===== src/rtl/chacha_pkg.sv =====
// Shared constants for the ChaCha20 plaintext path and the assembler state encoding.
package chacha_pkg;

  localparam int WORD_W    = 8;
  localparam int NUM_WORDS = 4;
  localparam int BLK_W     = WORD_W * NUM_WORDS;

  typedef enum logic {
    COLLECT = 1'b0,
    FULL    = 1'b1
  } asm_state_t;

endpackage


===== src/rtl/bit_event_sync.sv =====
// Brings the asynchronous bit_flag/bit_value pair into the clk domain and turns each
// rising edge of bit_flag into a single-cycle event carrying the aligned bit value.
module bit_event_sync (
  input  logic clk,
  input  logic rst_n,
  input  logic bit_flag,
  input  logic bit_value,
  output logic ev,
  output logic ev_value
);

  logic flag_s1;
  logic flag_s2;
  logic flag_s3;
  logic value_s1;
  logic value_s2;

  // Two-flop synchronisers for flag and value, plus a delayed flag copy for edge detect.
  always_ff @(posedge clk or negedge rst_n) begin
    if (!rst_n) begin
      flag_s1  <= 1'b0;
      flag_s2  <= 1'b0;
      flag_s3  <= 1'b0;
      value_s1 <= 1'b0;
      value_s2 <= 1'b0;
    end else begin
      flag_s1  <= bit_flag;
      flag_s2  <= flag_s1;
      flag_s3  <= flag_s2;
      value_s1 <= bit_value;
      value_s2 <= value_s1;
    end
  end

  // value_s2 has the same synchroniser depth as flag_s2, so it is the value that
  // accompanied the flag edge.
  assign ev       = flag_s2 & ~flag_s3;
  assign ev_value = value_s2;

endmodule


===== src/rtl/plaintext_block_assembler.sv =====
// Collects synchronised plaintext bits MSB-first into a block and hands the completed
// block to the XOR/keystream stage over valid/ready. Extra bits while full set overrun.
module plaintext_block_assembler #(
  parameter  int WORD_W    = chacha_pkg::WORD_W,
  parameter  int NUM_WORDS = chacha_pkg::NUM_WORDS,
  localparam int BLK_W     = WORD_W * NUM_WORDS,
  localparam int CNT_W     = $clog2(BLK_W + 1)
) (
  input  logic             clk,
  input  logic             rst_n,
  input  logic             bit_flag,
  input  logic             bit_value,
  input  logic             clear,
  output logic [BLK_W-1:0] pt_block,
  output logic             pt_valid,
  input  logic             pt_ready,
  output logic [CNT_W-1:0] bit_count,
  output logic             overrun
);

  import chacha_pkg::*;

  asm_state_t       state;
  asm_state_t       state_n;
  logic [BLK_W-1:0] block_n;
  logic [CNT_W-1:0] count_n;
  logic             valid_n;
  logic             overrun_n;
  logic             ev;
  logic             ev_value;

  bit_event_sync u_sync (
    .clk      (clk),
    .rst_n    (rst_n),
    .bit_flag (bit_flag),
    .bit_value(bit_value),
    .ev       (ev),
    .ev_value (ev_value)
  );

  // State and all outputs are registered; next values come from the decode below.
  always_ff @(posedge clk or negedge rst_n) begin
    if (!rst_n) begin
      state     <= COLLECT;
      pt_block  <= '0;
      pt_valid  <= 1'b0;
      bit_count <= '0;
      overrun   <= 1'b0;
    end else begin
      state     <= state_n;
      pt_block  <= block_n;
      pt_valid  <= valid_n;
      bit_count <= count_n;
      overrun   <= overrun_n;
    end
  end

  // Next-state decode with priority clear > handshake > bit event.
  always_comb begin
    state_n   = state;
    block_n   = pt_block;
    count_n   = bit_count;
    valid_n   = pt_valid;
    overrun_n = overrun;
    if (clear) begin
      state_n   = COLLECT;
      block_n   = '0;
      count_n   = '0;
      valid_n   = 1'b0;
      overrun_n = 1'b0;
    end else begin
      case (state)
        COLLECT: begin
          if (ev) begin
            block_n = {pt_block[BLK_W-2:0], ev_value};
            count_n = bit_count + CNT_W'(1);
            if (bit_count == CNT_W'(BLK_W - 1)) begin
              state_n = FULL;
              valid_n = 1'b1;
            end
          end
        end
        FULL: begin
          // A bit arriving while the block is held is lost, even on the accept cycle.
          if (ev) begin
            overrun_n = 1'b1;
          end
          if (pt_ready) begin
            state_n = COLLECT;
            block_n = '0;
            count_n = '0;
            valid_n = 1'b0;
          end
        end
        default: begin
          state_n = COLLECT;
        end
      endcase
    end
  end

endmodule


===== config.mk =====
export PLATFORM = sky130hd
export DESIGN_NAME = plaintext_block_assembler
export DESIGN_NICKNAME = d
export VERILOG_FILES = /design/src/rtl/chacha_pkg.sv /design/src/rtl/bit_event_sync.sv /design/src/rtl/plaintext_block_assembler.sv
export SDC_FILE = /design/constraint.sdc
export NUM_CORES = 1
export LEC_CHECK = 0
export ABC_CLOCK_PERIOD_IN_PS = 2000
export BUFFER_PORTS_ARGS = -buffer_cell sky130_fd_sc_hd__buf_2
export CAP_MARGIN = 25
export CORE_ASPECT_RATIO = 0.8
export CORE_MARGIN = 2
export CORE_UTILIZATION = 50
export DETAILED_ROUTE_END_ITERATION = 16
export GPL_ROUTABILITY_DRIVEN = 0
export PLACE_DENSITY_LB_ADDON = 0.1
export RECOVER_POWER = 100
export SYNTH_ARGS = -nofsm -noshare
export SYNTH_HDL_FRONTEND = slang
export SYNTH_SLANG_ARGS = --single-unit

===== constraint.sdc =====
create_clock -name clk -period 2 [get_ports clk]
set_input_delay 0.1 -clock clk [delete_from_list [all_inputs] [get_ports clk]]
set_output_delay 0.1 -clock clk [all_outputs]
set_load 0.005 [all_outputs]

==> metrics.txt, run 1 <==
#FFs+latches synth 46; port bufs 45; Chip Height 56.8 um; Seq. cell area 1150 um2; Layout area overhead 20.7%; worst r2r dst bit_count[0]; status complete, no violations; largest cells by area after synthesis dfrtp_1 66%, a22o_1 16%, buf_6 3.2%; PD cells 807 nW/um2; cts bufs inserted 5; CP Class flop to flop; asr flop ratio synth 100%; Non-Filler Instances 217; Period Utilization, post-route 86.9%; origin of the worst setup path state; CTS Sinks 46; final net count 181; WP data arrival 1920 ps; Clock Skew 6.46 ps; syn nets 131; crit path to bit_count[0]; IO Count 46; Via density 5.49; Layout Utilization 62.3%; Syn Std Cell Area 1740 um2; Highest Signal Layer met4; largest net degree at the start of global routing 35; DRT Wirelength 3210 um; Post-DP HPWL 2230 um; Max VDD drop 0.000610 V; worst skew pair latency 300 ps; core footprint 3380 um2; clk slew on worst S/H paths 80 ps; endpoints failing hold 0; number of fillers in the final layout 283; layout cells sized above 1 26.9%; Setup TNS 0 ps; max_cap viols 0; reg2reg setup slack 260 ps; post-synth top area share 66.0%; Final Worst Setup Slack 263 ps; crit end category flop; leading area contributor after synthesis dfrtp_1; Routed Antenna Nets 0; fin crit period 1740 ps; R2R depth 3; placed instance count 206; Post-CTS Setup Inserts 0; Hold WC Path Type input port to flop; die footprint 3980 um2; clock root cell clkbuf_8; global-route wire length before repair 5580 um; routed wl met3 183 um; DRC 0; CP Launch Type flop; Worst Max-Slew Pin Slew 1010 ps; predominant post-synthesis flop cell dfrtp_1; Pleak 1.10 nW; die width 70.0 um; row count 19; Resize count post-CTS 0; gr usage total 18.4%; CTS tree yes; Worst Path Max Fanout 34; M1 wire length 1570 um; Starting DRT DRC Count 77; fmax 0.576 GHz; Syn Area/Cell 14.1 um2; initial antenna violation count 0; post-synthesis cell type count 27; drt pass-1 iters 4; # setup viols final 0; Slew Limit Headroom 32.5%; Ys Warns 0; Wirelength per Cell 14.8 um; routed vias 1192; unrepaired setup endpoints after global routing no; multi-input logic area 514 um2; Congestion Overflow GR 0; WP data required 2190 ps; Final Max Slew Viols 0; DR WL met2 1450 um; Initial Util 51.7%; reg2reg start state; pre-CTS setup slack 296 ps; Clock Tree Buf Depth 2; Diodes inserted 0; Post-Synthesis Cells 124; number of global-route vias before repair 1132; H-Tree Depth 2; register area share after synthesis 66.0%; number of synthesized flops with an enable pin 0
layout make-up:
cell class	instances	share of cell area, %
clock inverters	3	2.08
inverters	3	0.535
flip-flops and latches	46	54.7
clock buffers	5	3.27
well taps	42	2.50
multi-input cells	66	24.4
repair buffers	52	12.5
metal layers:
metal,vias up,global-route usage [%]
met2,35,26.4
li1,561,-
met3,2,7.72
met4,0,4.95
met5,-,0
met1,594,25.8
sequential cells by signal, summed over array words and instances, names as in the netlist:
register and count:
u_sync.flag_s2 1, state 1, pt_valid 1, u_sync.ev_value 1, pt_block 32, u_sync.value_s1 1
overrun 1, bit_count 6, u_sync.flag_s3 1, u_sync.flag_s1 1
worst min-delay path by stage:
stage | startpoint | endpoint | slack [ps] | depth (start not counted)
6_report | clear | overrun | 50 | 2
5_1_grt | clear | overrun | 50 | 2
3_3_place_gp | rst_n | bit_count[5] | -50 | 1
2_1_floorplan | rst_n | bit_count[0] | -200 | 0
3_5_place_dp | rst_n | bit_count[5] | -40 | 1
4_1_cts | clear | overrun | 50 | 2
timing repair:
| action | in CTS | in global routing |
|---|---|---|
| hold endpoints to repair | 48 | 0 |
| hold buffers | 3 | 0 |
| setup endpoints to repair | 0 | 0 |
Yosys cell counts (2+ instances only):
master     n
or4_1      2
dfrtp_1   46
a21o_1     2
nor4_1     2
o211ai_1   2
o21a_1     2
nand2_1    5
a21oi_1    2
nand2b_1   3
buf_6      5
nand3_1    2
a22o_1    32
clkbuf_1   3
inv_1      3
report_power, final:
| group | leakage, nW | internal (mW) | switching (mW) |
|---|---|---|---|
| logic | 0.411 | 0.0221 | 0.0524 |
| registers | 0.630 | 0.938 | 0.00635 |
| clock network | 0.0585 | 0.374 | 0.305 |
cell usage in the layout, fill, tap and decap left out:
cell type | synthesis | final
dfrtp_1 | 46 | 46
buf_2 | 1 | 33
a22o_1 | 32 | 32
clkbuf_1 | 3 | 12
nand2_1 | 5 | 5
clkbuf_8 | 0 | 5
inv_1 | 3 | 3
nand2b_1 | 3 | 3
dlygate4sd3_1 | 0 | 3
nand3_1 | 2 | 2
nor4_1 | 2 | 2
o21a_1 | 2 | 2
a21oi_1 | 2 | 2
o211ai_1 | 2 | 2
a21o_1 | 2 | 2
or4_1 | 2 | 2
buf_1 | 0 | 2
buf_4 | 0 | 2
a21oi_2 | 1 | 1
nor3_2 | 0 | 1
or3b_1 | 1 | 1
and2_4 | 1 | 1
a211oi_1 | 1 | 1
mux2i_1 | 1 | 1
a31oi_1 | 1 | 1
nor2_1 | 1 | 1
o21bai_1 | 1 | 1
mux2_2 | 1 | 1
nor4b_1 | 1 | 1
ha_1 | 1 | 1
inv_6 | 0 | 1
clkinv_2 | 0 | 1
bufinv_16 | 0 | 1
kinds of logic (layout without fill, tap and decap cells):
| logic type | after synthesis | count (layout) | synth area share, % |
|---|---|---|---|
| muxes | 2 | 2 | 1.22 |
| DFF | 46 | 46 | 66.0 |
| adders and majority gates | 1 | 1 | 0.717 |
| AOI/OAI and AO/OA | 44 | 44 | 20.9 |
| buffers and inverters | 12 | 63 | 4.81 |
| and+or+nand+nor | 19 | 19 | 6.31 |
per-stage QoR:
stage | power, mW | cell area [um2] | hold slack [ps]
global placement | 1.03 | 1980 | -45.9
CTS | 1.72 | 2130 | 45.2
global route | 1.79 | 2100 | 47.6
floorplan | 1.01 | 1740 | -196
finish | 1.70 | 2100 | 51.9
detailed placement | 1.04 | 1980 | -44.3
worst max-delay path, stage by stage, from the launching register on:
cell	delay, ps
dfrtp_1	470
or3b_1	530
and2_4	320
mux2_2	300
Note: power is estimated with default switching activity, not from simulation.
==> run 2, diff against run 1 <==
--- a/config.mk
+++ b/config.mk
@@ -5,12 +5,12 @@
 export SDC_FILE = /design/constraint.sdc
 export NUM_CORES = 1
 export LEC_CHECK = 0
-export ABC_CLOCK_PERIOD_IN_PS = 2000
+export ABC_CLOCK_PERIOD_IN_PS = 1400
 export BUFFER_PORTS_ARGS = -buffer_cell sky130_fd_sc_hd__buf_2
 export CAP_MARGIN = 25
 export CORE_ASPECT_RATIO = 0.8
 export CORE_MARGIN = 2
-export CORE_UTILIZATION = 50
+export CORE_UTILIZATION = 46
 export DETAILED_ROUTE_END_ITERATION = 16
 export GPL_ROUTABILITY_DRIVEN = 0
 export PLACE_DENSITY_LB_ADDON = 0.1
==> constraint.sdc (replaced) <==
create_clock -name clk -period 1.4 [get_ports clk]
set_input_delay 0.07 -clock clk [delete_from_list [all_inputs] [get_ports clk]]
set_output_delay 0.07 -clock clk [all_outputs]
set_load 0.005 [all_outputs]
==> run 2 against run 1 <==
Against the previous run:
- the run now ends with setup timing left
- utilization decreased by 1.2 points
- largest power group unchanged
- sequential power increased by 43%
- sequential share of layout area decreased by 1.5 points
- critical endpoint unchanged
- sequential cell count did not move
- via count increased by 5.6%
- first-iteration DRC count is 16% lower
==> metrics.txt, run 2 (same netlist as run 1, synthesis figures left out) <==
status complete, but fails checks; violated checks setup timing; Layout area overhead 24.1%; port bufs 45 (unchanged); CTS Sinks 46 (unchanged); row count 19 (unchanged); CTS tree yes; Layout Utilization 61.1% (-1.2 points); # setup viols final 13 (+13); Max VDD drop 0.000686 V (+13%); number of global-route vias before repair 1237 (+9.3%); initial antenna violation count 0 (unchanged); clock root cell clkbuf_8; Final Max Slew Viols 0 (unchanged); DRC 0 (unchanged); Clock Tree Buf Depth 2 (unchanged); CP cell instances or3b_4 -> and2_4 -> mux2_2; Period Utilization, post-route 106% (+19 points); Clock Skew 11.6 ps (+5.11 ps); CP Launch Type flop; Routed Antenna Nets 0 (unchanged); core footprint 3540 um2 (+4.9%); biggest regs pt_block x32, bit_count x6; H-Tree Depth 2 (unchanged); Crit path largest cell delay 430 ps (-100 ps); die footprint 4300 um2 (+8.1%); largest register by flop count pt_block; Via density 5.62 (+2.3%); Chip Height 59.1 um (+4.0%); Initial Util 49.2% (-2.4 points); pre-CTS setup slack -152 ps (-448 ps); cts bufs inserted 5 (unchanged); design area 2160 um2 (+2.9%); largest net degree at the start of global routing 47 (+34%); CP Class flop to flop; crit end category flop; Slew Limit Headroom 59.2% (+27 points); DRT Wirelength 3500 um (+9.1%); endpoints failing hold 0 (unchanged); Worst Max-Slew Pin Slew 612 ps (-401 ps); Largest register FFs 32 (unchanged); WP data arrival 1670 ps (-250 ps); placed cell area 2020 um2 (+1.9%); PD cells 1070 nW/um2 (+32%); Post-DP HPWL 2190 um (-1.6%); number of fillers in the final layout 307 (+8.5%); WP data required 1590 ps (-600 ps); routed vias 1259 (+5.6%); Wirelength per Cell 15.6 um (+5.7%); fin crit period 1490 ps (-251 ps); final net count 188 (+3.9%); clk slew on worst S/H paths 90 ps (about the same); Starting DRT DRC Count 65 (-16%); most frequent cells in the layout 46 x dfrtp_1, 35 x buf_2, 32 x a22o_1; multi-input logic area 527 um2 (+2.4%); CP delay by family, top simple AND/OR/NAND/NOR gates; gr usage total 17.6% (-0.72 points); Diodes inserted 0 (unchanged); global-route wire length before repair 5730 um (+2.8%); worst skew pair latency 300 ps (about the same); commonest non-fill, non-tap cell in the layout dfrtp_1; unrepaired setup endpoints after global routing yes; Final Worst Setup Slack -86.0 ps (-349 ps); Pleak 1.14 nW (+3.3%); max_cap viols 0 (unchanged); CP bufs+invs 0 (unchanged); Worst Path Max Fanout 34 (unchanged); IO Count 46 (unchanged); die width 72.8 um (+4.0%); drt pass-1 iters 4 (unchanged); Hold WC Path Type input port to flop; CP max stage cell or3b_4; Congestion Overflow GR 0 (unchanged); Seq. cell area 1150 um2 (unchanged); fmax 0.673 GHz (+17%); Final Total Pwr 2.31 mW (+36%); layout cells sized above 1 33.0% (+6.1 points)
==> run 2: timing repair <==
action,4_1_cts,5_1_grt
pin swaps,7,2
setup endpoints to repair,38,38
hold endpoints to repair,48,0
gates resized for setup,3,2
hold buffers,3,0
setup buffers,2,0
==> run 2: per-layer routing <==
layer / vias to the layer above / routed length [um] / GRT usage (%)
met4: 0 / 28 / 6.61
met1: 648 / 1630 / 22.0
met3: 4 / 144 / 7.65
met2: 31 / 1700 / 27.5
met5: - / 0 / 0
li1: 576 / - / -
==> run 2: worst paths after layout <==
path,start,end,slack (ps),cells past startpoint
setup / recovery,state,bit_count[0],-90,3
hold / removal,clear,overrun,30,2
setup reg to reg,state,bit_count[0],-90,3
max in group asynchronous,rst_n,bit_count[2],560,3
min in group asynchronous,rst_n,bit_count[3],420,3
hold reg to reg,u_sync.flag_s1,u_sync.flag_s2,370,0
==> run 2: cell type report <==
type                       instances  area share [%]
tap                               42            2.43
sequential                        46            53.2
timing repair buffer              59            15.2
inverter                           3           0.520
multi-input combinational         66            24.3
clock buffer                       5            3.18
clock inverter                     3            1.16
==> run 2: per-stage QoR <==
| step | hold slack, ps | instances | TNS, ps |
|---|---|---|---|
| 3_5_place_dp | 181 | 211 | -2670 |
| 2_1_floorplan | -226 | 124 | -8050 |
| 4_1_cts | 14.9 | 224 | -246 |
| 6_report | 32.1 | 224 | -232 |
| 3_3_place_gp | 175 | 211 | -1290 |
| 5_1_grt | 12.6 | 224 | -1640 |
==> run 2: report_power, final <==
part           switching [mW]  leakage (nW)  internal, mW
logic                  0.0831         0.460        0.0478
clock network           0.469        0.0447         0.361
registers             0.00662         0.630          1.34
==> run 3, diff against run 2 <==
--- a/config.mk
+++ b/config.mk
@@ -6,7 +6,7 @@
 export NUM_CORES = 1
 export LEC_CHECK = 0
 export ABC_CLOCK_PERIOD_IN_PS = 1400
-export BUFFER_PORTS_ARGS = -buffer_cell sky130_fd_sc_hd__buf_2
+export BUFFER_PORTS_ARGS = -buffer_cell sky130_fd_sc_hd__clkbuf_2
 export CAP_MARGIN = 25
 export CORE_ASPECT_RATIO = 0.8
 export CORE_MARGIN = 2
==> run 3 against run 2 <==
Against the previous run:
- the run still ends with setup timing left
- sequential power barely moved
- first-iteration DRC count is 40% higher
- maximum frequency increased by 0.88%
- register-to-register slack about the same
- via count fell by 0.24%
- design area is 1.8% higher
- largest cell class unchanged
- worst hold slack worse by 9.3 ps
- largest power group unchanged
- combinational power about the same
- utilization grew 1.1 points
- total power increased by 15%
==> metrics.txt, run 3 (same netlist as run 1, synthesis figures left out) <==
Non-Filler Instances 224 (unchanged); commonest non-fill, non-tap cell in the layout dfrtp_1; HP Start clear; # setup viols final 21 (+8); CP Launch Type flop; largest net degree at the start of global routing 47 (unchanged); largest register by flop count pt_block; DRT Wirelength 3430 um (-2.0%); worst skew pair latency 300 ps (about the same); Congestion Overflow GR 0 (unchanged); Post-CTS Setup Inserts 0 (-2); cts bufs inserted 5 (unchanged); placed instance count 212 (+0.47%); unrepaired setup endpoints after global routing yes; biggest regs pt_block x32, bit_count x6; CTS tree yes; Hold WC Path Type input port to flop; most frequent cells in the layout 46 x dfrtp_1, 38 x clkbuf_2, 32 x a22o_1; Post-DP HPWL 2240 um (+2.1%); Crit path largest cell delay 450 ps (+20 ps); hold worst-path end overrun; Max VDD drop 0.000845 V (+23%); layout cells sized above 1 33.5% (+0.55 points); Layout area overhead 26.4%; number of global-route vias before repair 1136 (-8.2%); Largest register FFs 32 (unchanged); routed vias 1256 (-0.24%); Diodes inserted 0 (unchanged); crit end category flop; core footprint 3540 um2 (unchanged); Initial Util 49.2% (unchanged); final net count 188 (unchanged); worst r2r dst bit_count[4]; Final Max Slew Viols 0 (unchanged); Pleak 1.14 nW (about the same); status complete, but fails checks; row count 19 (unchanged); Clock Skew 7.80 ps (-3.77 ps); violated checks setup timing; fmax 0.679 GHz (+0.88%); IO Count 46 (unchanged); Final Worst Setup Slack -73.1 ps (+12.9 ps); DRC 0 (unchanged); Worst Path Max Fanout 6 (-82%); port bufs 45 (unchanged); die width 72.8 um (unchanged); Clock Tree Buf Depth 2 (unchanged); die footprint 4300 um2 (unchanged); hold depth 2 (unchanged); R2R depth 4 (+1); Layout Utilization 62.2% (+1.1 points); Period Utilization, post-route 105% (-0.92 points); global-route wire length before repair 5430 um (-5.3%); clock root cell clkbuf_8; WP data required 1640 ps (+50 ps); initial antenna violation count 0 (unchanged); fin crit period 1470 ps (-12.9 ps); H-Tree Depth 2 (unchanged); Routed Antenna Nets 0 (unchanged); Starting DRT DRC Count 91 (+40%); Worst Max-Slew Pin Slew 603 ps (-8.85 ps); CP cell instances or3b_4 -> buf_6 -> or4_1 -> nand2_1; Wirelength per Cell 15.3 um (-2.0%); gr usage total 17.1% (-0.59 points); clk slew on worst S/H paths 90 ps (about the same); CTS Sinks 46 (unchanged); Via density 5.61 (-0.24%); PD cells 1200 nW/um2 (+13%); max_cap viols 0 (unchanged); CP Class flop to flop; Setup TNS -1030 ps (-801 ps); WP data arrival 1710 ps (+40 ps); Chip Height 59.1 um (unchanged); CP bufs+invs 1 (+1); CP delay by family, top simple AND/OR/NAND/NOR gates; Slew Limit Headroom 59.8% (+0.59 points); reg2reg start state; drt pass-1 iters 4 (unchanged); endpoints failing hold 0 (unchanged); reg2reg setup slack -70 ps (about the same); CP max stage cell or3b_4
-- run 3: layout make-up --
class | count | area [um2]
Sequential cell | 46 | 1150
Multi-Input combinational cell | 67 | 534
Fill cell | 280 | 1340
Timing Repair Buffer | 58 | 318
Inverter | 3 | 11.3
Clock inverter | 3 | 68.8
Tap cell | 42 | 52.6
Clock buffer | 5 | 68.8
-- run 3: power by group --
part,leakage [nW],internal [mW],total [mW],switching (mW)
Clock,0.0683,0.715,1.17,0.452
Combinational,0.437,0.0460,0.130,0.0844
Sequential,0.630,1.34,1.35,0.00645
Total,1.14,2.10,2.64,0.543
-- run 3: how the worst max path moves through the flow --
stage	slack, ps	cells past startpoint	startpoint	endpoint
5_1_grt	-120	4	state	bit_count[4]
2_1_floorplan	-240	7	state	pt_block[0]
3_3_place_gp	-110	3	u_sync.flag_s3	bit_count[0]
6_report	-70	4	state	bit_count[4]
4_1_cts	-70	4	state	bit_count[4]
3_5_place_dp	-140	3	u_sync.flag_s3	bit_count[0]
-- run 3: worst reg2reg max path, delay by kind of cell, from the launching register on --
kind          cells  cell delay (ps)
flops             1              380
buf+inv           1              140
simple gates      3              910
-- run 3: repair_timing --
action	in CTS	in global routing
pin swaps	2	1
hold buffers	3	0
endpoints found under the hold margin	48	0
gates resized for setup	3	1
cloned	1	0
setup endpoints to repair	37	27
-- run 3: stage by stage --
| stage | setup WS (ps) | area [um2] | hold WS (ps) | total power [mW] |
|---|---|---|---|---|
| 2_1_floorplan | -238 | 1750 | -226 | 1.44 |
| 3_3_place_gp | -114 | 2030 | 173 | 1.49 |
| 3_5_place_dp | -141 | 2030 | 181 | 1.49 |
| 4_1_cts | -71.0 | 2210 | 17.4 | 2.66 |
| 5_1_grt | -119 | 2200 | 24.0 | 2.75 |
| 6_report | -73.1 | 2200 | 22.9 | 2.64 |
-- run 3: routing by layer --
layer / GRT usage, % / vias to the layer above / wire length (um)
met4: 5.56 / 0 / 38
met3: 4.59 / 5 / 150
li1: - / 575 / -
met5: 0 / - / 0
met2: 26.1 / 33 / 1590
met1: 24.0 / 643 / 1660
